===== config.mk =====
export PLATFORM = sky130hd
export DESIGN_NAME = clock_div_ctrl_flat
export DESIGN_NICKNAME = d
export VERILOG_FILES = /design/src/rtl/clock_div_ctrl_pkg.sv /design/src/rtl/clock_div_ctrl_if.sv /design/src/rtl/clock_div_ctrl.sv /design/src/flat_wrapper.sv
export SDC_FILE = /design/constraint.sdc
export NUM_CORES = 1
export LEC_CHECK = 0
export BUFFER_PORTS_ARGS = -buffer_cell sky130_fd_sc_hd__buf_2
export CORE_UTILIZATION = 34
export DETAILED_ROUTE_END_ITERATION = 6
export GPL_TIMING_DRIVEN = 0
export PLACE_DENSITY_LB_ADDON = 0.25
export RECOVER_POWER = 100
export SLEW_MARGIN = 20
export SYNTH_ARGS = -nofsm -noshare
export SYNTH_HDL_FRONTEND = slang
export SYNTH_SLANG_ARGS = --single-unit

===== constraint.sdc =====
create_clock -name clk -period 2 [get_ports clk]
set_input_delay 0.1 -clock clk [delete_from_list [all_inputs] [get_ports clk]]
set_output_delay 0.1 -clock clk [all_outputs]
set_load 0.02 [all_outputs]

===== src/rtl/clock_div_ctrl_pkg.sv =====
// Shared constants and state encoding for the divide-ratio change controller.
// The divider's own reset value is taken from DIV_DEFAULT_N so the two cannot drift apart.
package clock_div_ctrl_pkg;

  localparam int              DIV_SIZE          = 3;
  localparam logic [DIV_SIZE-1:0] DIV_DEFAULT_N = 3'b010;
  localparam int              DIV_SETTLE_CYCLES = 4 * (2 ** DIV_SIZE);

  typedef enum logic [1:0] {
    IDLE   = 2'd0,
    APPLY  = 2'd1,
    SETTLE = 2'd2,
    DONE   = 2'd3
  } state_t;

endpackage


===== src/rtl/clock_div_ctrl_if.sv =====
// Request/ack bus between the two N requesters and the divide-ratio controller,
// plus the controller's view of the divider N input and status.
interface clock_div_ctrl_if
  import clock_div_ctrl_pkg::*;
#(
  parameter int SIZE = DIV_SIZE
);

  logic            req_a;
  logic [SIZE-1:0] n_a;
  logic            ack_a;
  logic            req_b;
  logic [SIZE-1:0] n_b;
  logic            ack_b;
  logic [SIZE-1:0] div_n;
  logic            busy;
  logic            last_owner;

  modport master (
    output req_a, n_a, req_b, n_b,
    input  ack_a, ack_b, div_n, busy, last_owner
  );

  modport slave (
    input  req_a, n_a, req_b, n_b,
    output ack_a, ack_b, div_n, busy, last_owner
  );

endinterface


===== src/rtl/clock_div_ctrl.sv =====
// Divide-ratio change controller: round-robin arbitration between requesters A and B,
// drives the registered divider N value, holds it stable for SETTLE_CYCLES while the
// divider re-synchronises, then acks the winner for one cycle.
module clock_div_ctrl
  import clock_div_ctrl_pkg::*;
#(
  parameter int              SIZE          = DIV_SIZE,
  parameter logic [SIZE-1:0] DEFAULT_N     = DIV_DEFAULT_N,
  parameter int              SETTLE_CYCLES = DIV_SETTLE_CYCLES
) (
  input  logic             clk,
  input  logic             reset,
  clock_div_ctrl_if.slave  bus
);

  localparam int              CNT_W    = $clog2(SETTLE_CYCLES + 1);
  localparam logic [CNT_W-1:0] CNT_LOAD = CNT_W'(SETTLE_CYCLES - 1);

  state_t            state_q, state_d;
  logic [SIZE-1:0]   div_n_q, div_n_d;
  logic [SIZE-1:0]   n_lat_q, n_lat_d;
  logic [CNT_W-1:0]  cnt_q, cnt_d;
  logic              last_owner_q, last_owner_d;
  logic              grant_b;

  // Next-state, arbitration and register-update decisions.
  always_comb begin
    state_d      = state_q;
    div_n_d      = div_n_q;
    n_lat_d      = n_lat_q;
    cnt_d        = cnt_q;
    last_owner_d = last_owner_q;
    // B wins when it is the only requester, or when both request and A went last.
    grant_b      = bus.req_b && (!bus.req_a || !last_owner_q);

    case (state_q)
      IDLE: begin
        if (bus.req_a || bus.req_b) begin
          n_lat_d      = grant_b ? bus.n_b : bus.n_a;
          last_owner_d = grant_b;
          state_d      = APPLY;
        end
      end
      APPLY: begin
        if (n_lat_q == div_n_q) begin
          // Divider already runs at this ratio: no re-sync needed.
          state_d = DONE;
        end else begin
          div_n_d = n_lat_q;
          cnt_d   = CNT_LOAD;
          state_d = SETTLE;
        end
      end
      SETTLE: begin
        if (cnt_q == '0) begin
          state_d = DONE;
        end else begin
          cnt_d = cnt_q - CNT_W'(1);
        end
      end
      DONE: begin
        state_d = IDLE;
      end
      default: begin
        state_d = IDLE;
      end
    endcase
  end

  // Control registers and the divider N output; reset returns the divider to its default ratio.
  always_ff @(posedge clk) begin
    if (reset) begin
      state_q      <= IDLE;
      div_n_q      <= DEFAULT_N;
      cnt_q        <= '0;
      last_owner_q <= 1'b1;
    end else begin
      state_q      <= state_d;
      div_n_q      <= div_n_d;
      cnt_q        <= cnt_d;
      last_owner_q <= last_owner_d;
    end
  end

  // Latched winner value; only ever read after a grant has loaded it.
  always_ff @(posedge clk) begin
    n_lat_q <= n_lat_d;
  end

  assign bus.div_n      = div_n_q;
  assign bus.busy       = (state_q != IDLE);
  assign bus.last_owner = last_owner_q;
  assign bus.ack_a      = (state_q == DONE) && !last_owner_q;
  assign bus.ack_b      = (state_q == DONE) &&  last_owner_q;

endmodule


===== src/flat_wrapper.sv =====
// flat-port wrapper written by rule: the top's interface ports become plain ports
module clock_div_ctrl_flat import clock_div_ctrl_pkg::*;
#(
  parameter int              SIZE          = DIV_SIZE,
  parameter logic [SIZE-1:0] DEFAULT_N     = DIV_DEFAULT_N,
  parameter int              SETTLE_CYCLES = DIV_SETTLE_CYCLES
)
  (clk, reset, bus_req_a, bus_n_a, bus_req_b, bus_n_b, bus_ack_a, bus_ack_b, bus_div_n, bus_busy, bus_last_owner);
  clock_div_ctrl_if #(.SIZE(SIZE)) bus_i ();
  input  logic clk;
  input  logic reset;
  input wire logic [$bits(bus_i.req_a)-1:0] bus_req_a;
  input wire logic [$bits(bus_i.n_a)-1:0] bus_n_a;
  input wire logic [$bits(bus_i.req_b)-1:0] bus_req_b;
  input wire logic [$bits(bus_i.n_b)-1:0] bus_n_b;
  output wire logic [$bits(bus_i.ack_a)-1:0] bus_ack_a;
  output wire logic [$bits(bus_i.ack_b)-1:0] bus_ack_b;
  output wire logic [$bits(bus_i.div_n)-1:0] bus_div_n;
  output wire logic [$bits(bus_i.busy)-1:0] bus_busy;
  output wire logic [$bits(bus_i.last_owner)-1:0] bus_last_owner;
  assign bus_i.req_a = bus_req_a;
  assign bus_i.n_a = bus_n_a;
  assign bus_i.req_b = bus_req_b;
  assign bus_i.n_b = bus_n_b;
  assign bus_ack_a = bus_i.ack_a;
  assign bus_ack_b = bus_i.ack_b;
  assign bus_div_n = bus_i.div_n;
  assign bus_busy = bus_i.busy;
  assign bus_last_owner = bus_i.last_owner;
  clock_div_ctrl #(.SIZE(SIZE), .DEFAULT_N(DEFAULT_N), .SETTLE_CYCLES(SETTLE_CYCLES)) u_core (.clk(clk), .reset(reset), .bus(bus_i));
endmodule

==> results of run 1 <==
-- where the power goes --
part	total, mW	leakage (nW)	internal [mW]	switching [mW]
clock	0.182	0.0139	0.0761	0.106
sequential	0.543	0.128	0.420	0.123
combinational	0.732	0.263	0.310	0.423
total	1.46	0.405	0.806	0.651
-- placed cells by master (no fill, tap or decap), types with 2 or more instances in the layout --
cell type   n
dfxtp_1    12
clkbuf_1   10
buf_2       8
inv_1       7
ha_1        7
nor2_1      5
a21oi_1     5
nand2_1     4
mux2i_1     3
nand4_1     3
clkbuf_4    3
edfxtp_1    3
nor2b_1     2
nand3_1     2
xnor2_1     2
and3_1      2
a31oi_1     2
a211oi_1    2
nor4_1      2
mux2_2      2
-- cell families after synthesis --
group                      count (synthesis)  synth area share
buffers and inverters                     10            0.0428
xor gates and xnor gates                   3            0.0372
DFF                                       15             0.364
and+or+nand+nor                           28             0.174
muxes                                      6            0.0703
adders and majority gates                  7            0.0965
AOI/OAI and AO/OA                         22             0.215
-- how the worst max path moves through the flow --
stage                            from               to  slack (ns)  depth (start not counted)
floorplan           u_core.state_q[0]  u_core.cnt_q[4]        0.41                          5
global placement    u_core.state_q[0]  u_core.cnt_q[4]        0.29                          5
detailed placement  u_core.state_q[0]  u_core.cnt_q[4]        0.25                          5
CTS                 u_core.state_q[0]  u_core.cnt_q[4]        0.22                          5
global route        u_core.state_q[1]  u_core.cnt_q[4]        0.09                          6
finish              u_core.state_q[0]  u_core.cnt_q[4]        0.21                          5
-- area by class of cell --
cell class	instances	area, um2	share of cell area
Tap cell	30	37.5	0.0361
Timing Repair Buffer	15	66.3	0.0638
Multi-Input combinational cell	66	538	0.517
Clock buffer	3	22.5	0.0217
Buffer	3	11.3	0.0108
Sequential cell	15	330	0.318
Clock inverter	1	7.51	0.00722
Inverter	7	26.3	0.0253
-- metrics by stage --
step | std cells | cell area (um2) | power, mW
floorplan | 91 | 907 | 1.12
global placement | 136 | 1020 | 1.26
detailed placement | 136 | 1020 | 1.29
CTS | 140 | 1050 | 1.48
global route | 140 | 1040 | 1.58
finish | 140 | 1040 | 1.46
-- routing by layer --
| layer | wire [um] | vias to the layer above | share of wire | GRT usage |
|---|---|---|---|---|
| met1 | 778 | 358 | 0.44 | 0.162 |
| met4 | 15 | 0 | 0.0086 | 0.0877 |
| li1 | - | 373 | - | - |
| met3 | 68 | 2 | 0.039 | 0.0395 |
| met5 | 0 | - | 0 | 0 |
| met2 | 891 | 12 | 0.51 | 0.244 |
-- sequential cells by signal, indices dropped and copies added (netlist names) --
| signal | flops |
|---|---|
| u_core.bus.last_owner | 1 |
| u_core.n_lat_q | 3 |
| u_core.bus.div_n | 3 |
| u_core.cnt_q | 6 |
| u_core.state_q | 2 |
-- critical path, stage by stage, from the launching register on --
cell and delay, ns:
dfxtp_1 0.35, inv_1 0.15, ha_1 0.20, clkbuf_1 0.35, or3b_2 0.48, o2111a_1 0.14
==> flow_summary.yaml, run 1 <==
yosys:
  yosys.cell_types.count: 41
  ys_warn_count: 0
  yosysTopAreaCell: "dfxtp_1"
  synth_most_common_cell: "dfxtp_1"
  syn_area_um2: 907
  ys_seq_area_frac: 0.364
  yosys-top-cells-count: "12 x dfxtp_1, 7 x ha_1, 7 x inv_1"
  ys_ff_latch: 15
  synth_edf_count: 3
  synth_nets: 108
  synth_area_leaders: "dfxtp_1 26%, edfxtp_1 9.9%, ha_1 9.7%"
  async_flop_share: 0
  synth.avg_cell_area_um2: 9.97
  ys.flop_type: "dfxtp_1"
  yosysTopAreaCellShare: 0.265
  synthCells: 91
worst_setup_path:
  worstSetupPathType: "reg -> reg"
  crit_path_start_kind: "flop"
  r2r-end: "u_core.cnt_q[4]"
  ff2ff_setup_slack_ns: 0.21
  required_ns: 2.18
  worstReg2RegStart: "u_core.state_q[0]"
  cp_max_fo: 10
  r2r_cells: 5
  arrival_ns: 1.97
  cp-end-kind: "flop"
drt:
  viasPerCell: 5.32
  ant_nets: 0
  drt-total-wl_um: 1750
  drt-initial-drc-count: 9
  drt-wirelength-per-cell_um: 12.5
  first_pass_iters: 4
  vias: 745
  drc: 0
power:
  p_leak_nw: 0.405
  pwr_density_cell_nw_per_um2: 1400
  vdd_drop_max_uv: 535
floorplanning:
  die_area_um2: 2880
  core_um2: 2500
  die_h_um: 53.7
  rows: 18
  start_util: 0.363
  die_width_um: 53.7
  ios: 17
cts:
  cts.sinks: 15
  tritoncts: "built"
  ctsResizeCount: 0
  clkTransAtPathRegs_ns: 0.10
  clk_latency_ns: 0.29
  cts_hold_buf: 0
  cts_buffers: 3
  cts_max_path_buffers: 2
  post_cts_buffers: 0
  cts_root_buffer: "clkbuf_4"
  htreeDepth: 1
worst_hold_path:
  hold_path.class: "in -> reg"
  hold_end: "u_core.n_lat_q[2]"
  hold_path_depth: 2
  min_from: "bus_n_a[2]"
placed_design:
  gp_congestion: 0.831
  numPortBuffers: 15
  dp_hpwl_um: 1350
  dpl_worst_slack_ns: 0.252
cells_and_area:
  n_fill_cell: 257
  num_antenna_cells: 0
  fin_util: 0.416
  area_growth_pct: 14.6
  nets: 128
  layout-drive-gt1-share: 0.182
global_route:
  gr-total-overflow: 0
  grt_max_degree: 11
  first_global_vias: 705
  grt_pass1_wl_um: 2930
  track_usage: 0.145
  antenna_found_initial: 0
sta:
  fin_crit_ns: 1.79
  hold_slack_ns: 0.101
  finalSetupTns_ns: 0
  min_period_over_period: 0.895
  slew_headroom: 0.702
  drv_slew: 0
  finalSetupViolCount: 0
  rsz0062_at_grt: "false"
  setup_ws_ns: 0.210
  fmaxAchievable_mhz: 559
  finalHoldViolCount: 0
  tightest_slew_ns: 0.442
  skew_ns: 0.00712
run:
  drv_cap: 0
run_status:
  status: "finished clean"
(Power assumes the default switching activity.)
==> run 2, diff against run 1 <==
==> constraint.sdc (replaced) <==
create_clock -name clk -period 2.2 [get_ports clk]
set_input_delay 0.11 -clock clk [delete_from_list [all_inputs] [get_ports clk]]
set_output_delay 0.11 -clock clk [all_outputs]
set_load 0.02 [all_outputs]
==> run 2 against run 1 <==
Effect of this change:
- fmax fell by 4.7%
- die area did not move
- sequential cell count did not move
- final cell count did not move
- clock-buffer cell count did not move
- design area fell by 0.24%
- global-route usage did not move
- routed wire length rose by 0.51%
- critical path type unchanged
- hold slack improved by 0.010 ns
- sequential share of layout area rose by 0.077 points
==> flow_summary.yaml, run 2 (synthesized netlist as in run 1, its figures left out) <==
run:
  drv_cap: 0
drt:
  drt-wirelength-per-cell_um: 12.6
  drc: 0
  drt-initial-drc-count: 9
  ant_nets: 0
  vias: 733
  drt-total-wl_um: 1760
  first_pass_iters: 4
  viasPerCell: 5.24
sta:
  fmaxAchievable_mhz: 532
  finalHoldViolCount: 0
  fin_crit_ns: 1.88
  rsz0062_at_grt: "false"
  min_period_over_period: 0.854
  drv_slew: 0
  finalSetupViolCount: 0
  slew_headroom: 0.702
  tightest_slew_ns: 0.443
  skew_ns: 0.00705
  finalSetupTns_ns: 0
cts:
  ctsResizeCount: 0
  cts_hold_buf: 0
  cts_root_buffer: "clkbuf_4"
  clkTransAtPathRegs_ns: 0.10
  cts.sinks: 15
  cts_buffers: 3
  tritoncts: "built"
  clk_latency_ns: 0.29
  post_cts_buffers: 0
  cts_max_path_buffers: 2
  htreeDepth: 1
worst_setup_path:
  worstSetupPathType: "reg -> reg"
  cp-end-kind: "flop"
  required_ns: 2.38
  arrival_ns: 2.06
  crit_path_start_kind: "flop"
  ff2ff_setup_slack_ns: 0.32
  cp_max_fo: 8
cells_and_area:
  layout-drive-gt1-share: 0.173
  n_fill_cell: 258
  final_common_cell: "dfxtp_1"
  final_cell_count_no_fill: 140
  num_antenna_cells: 0
  nets: 128
  fin_area_um2: 1040
  largest_reg_flops: 6
  layout_common_cells: "12 x dfxtp_1, 10 x clkbuf_1, 8 x buf_2, 7 x inv_1, 7 x ha_1"
  area_growth_pct: 14.3
  top_register: "u_core.cnt_q"
placed_design:
  dp_hpwl_um: 1350
  dpl_cell_area_um2: 1020
  numPortBuffers: 15
  dp.cells: 136
  gp_congestion: 0.831
floorplanning:
  die_area_um2: 2880
  ios: 17
  rows: 18
  core_um2: 2500
  start_util: 0.363
  die_h_um: 53.7
  die_width_um: 53.7
global_route:
  gr-total-overflow: 0
  antenna_found_initial: 0
  track_usage: 0.145
  first_global_vias: 705
  grt_pass1_wl_um: 2930
  grt_max_degree: 11
power:
  pwr_density_cell_nw_per_um2: 1270
  seqPwrFrac: 0.377
  p_int_uw: 720
  clkPwrFrac: 0.126
  vdd_drop_max_uv: 484
  netSwitchingFraction: 0.451
  power.share.combinational: 0.497
  switchingPower_uw: 592
  p_leak_nw: 0.402
run_status:
  status: "finished clean"
worst_hold_path:
  hold_path.class: "in -> reg"
==> run 2: changes by cell type in the layout (fill, tap and decap cells not counted) <==
cell	previous run	this run
and2_4	1	0
and2_0	0	1
==> run 2: area by class of cell <==
cell class / instances / area [um2] / area share
Buffer: 3 / 11.3 / 0.0109
Clock inverter: 1 / 7.51 / 0.00724
Inverter: 7 / 26.3 / 0.0253
Timing Repair Buffer: 15 / 66.3 / 0.0639
Multi-Input combinational cell: 66 / 536 / 0.516
Tap cell: 30 / 37.5 / 0.0362
Sequential cell: 15 / 330 / 0.318
Clock buffer: 3 / 22.5 / 0.0217
==> run 2: worst paths after layout <==
| check | from | to | depth (start not counted) |
|---|---|---|---|
| setup / recovery | u_core.state_q[1] | u_core.cnt_q[4] | 6 |
| hold / removal | bus_n_a[2] | u_core.n_lat_q[2] | 2 |
| setup reg to reg | u_core.state_q[1] | u_core.cnt_q[4] | 6 |
| hold reg to reg | u_core.bus.div_n[0] | u_core.bus.div_n[0] | 2 |
==> run 2: routing by layer <==
layer	global-route usage	wire length [um]	up-vias
met1	0.162	804	350
met5	0	0	-
met2	0.244	885	8
met4	0.0877	15	0
met3	0.0395	57	2
li1	-	-	373
==> run 2: per-stage QoR <==
stage                     total power [mW]  hold slack (ns)  worst slack [ns]   util
after floorplan                       1.02            0.298             0.613      -
after global placement                1.15            0.412             0.487  0.408
after detailed placement              1.18            0.416             0.452  0.408
after CTS                             1.35           0.0996             0.421  0.420
after global routing                  1.42            0.112             0.158  0.415
final                                 1.31            0.111             0.321  0.415
==> run 2: power groups by stage <==
stage          Sequential [mW]  Combinational (mW)  Clock, mW
2_1_floorplan            0.498               0.520          0
3_3_place_gp             0.491               0.657          0
3_5_place_dp             0.497               0.679          0
4_1_cts                  0.491               0.683      0.176
5_1_grt                  0.507               0.728      0.188
6_report                 0.495               0.652      0.165
==> run 2: critical path, stage by stage, from the launching register on <==
cell      delay (ns)
dfxtp_1         0.35
inv_1           0.13
ha_1            0.16
clkbuf_1        0.31
a41oi_4         0.24
and2_0          0.32
o2111a_1        0.27
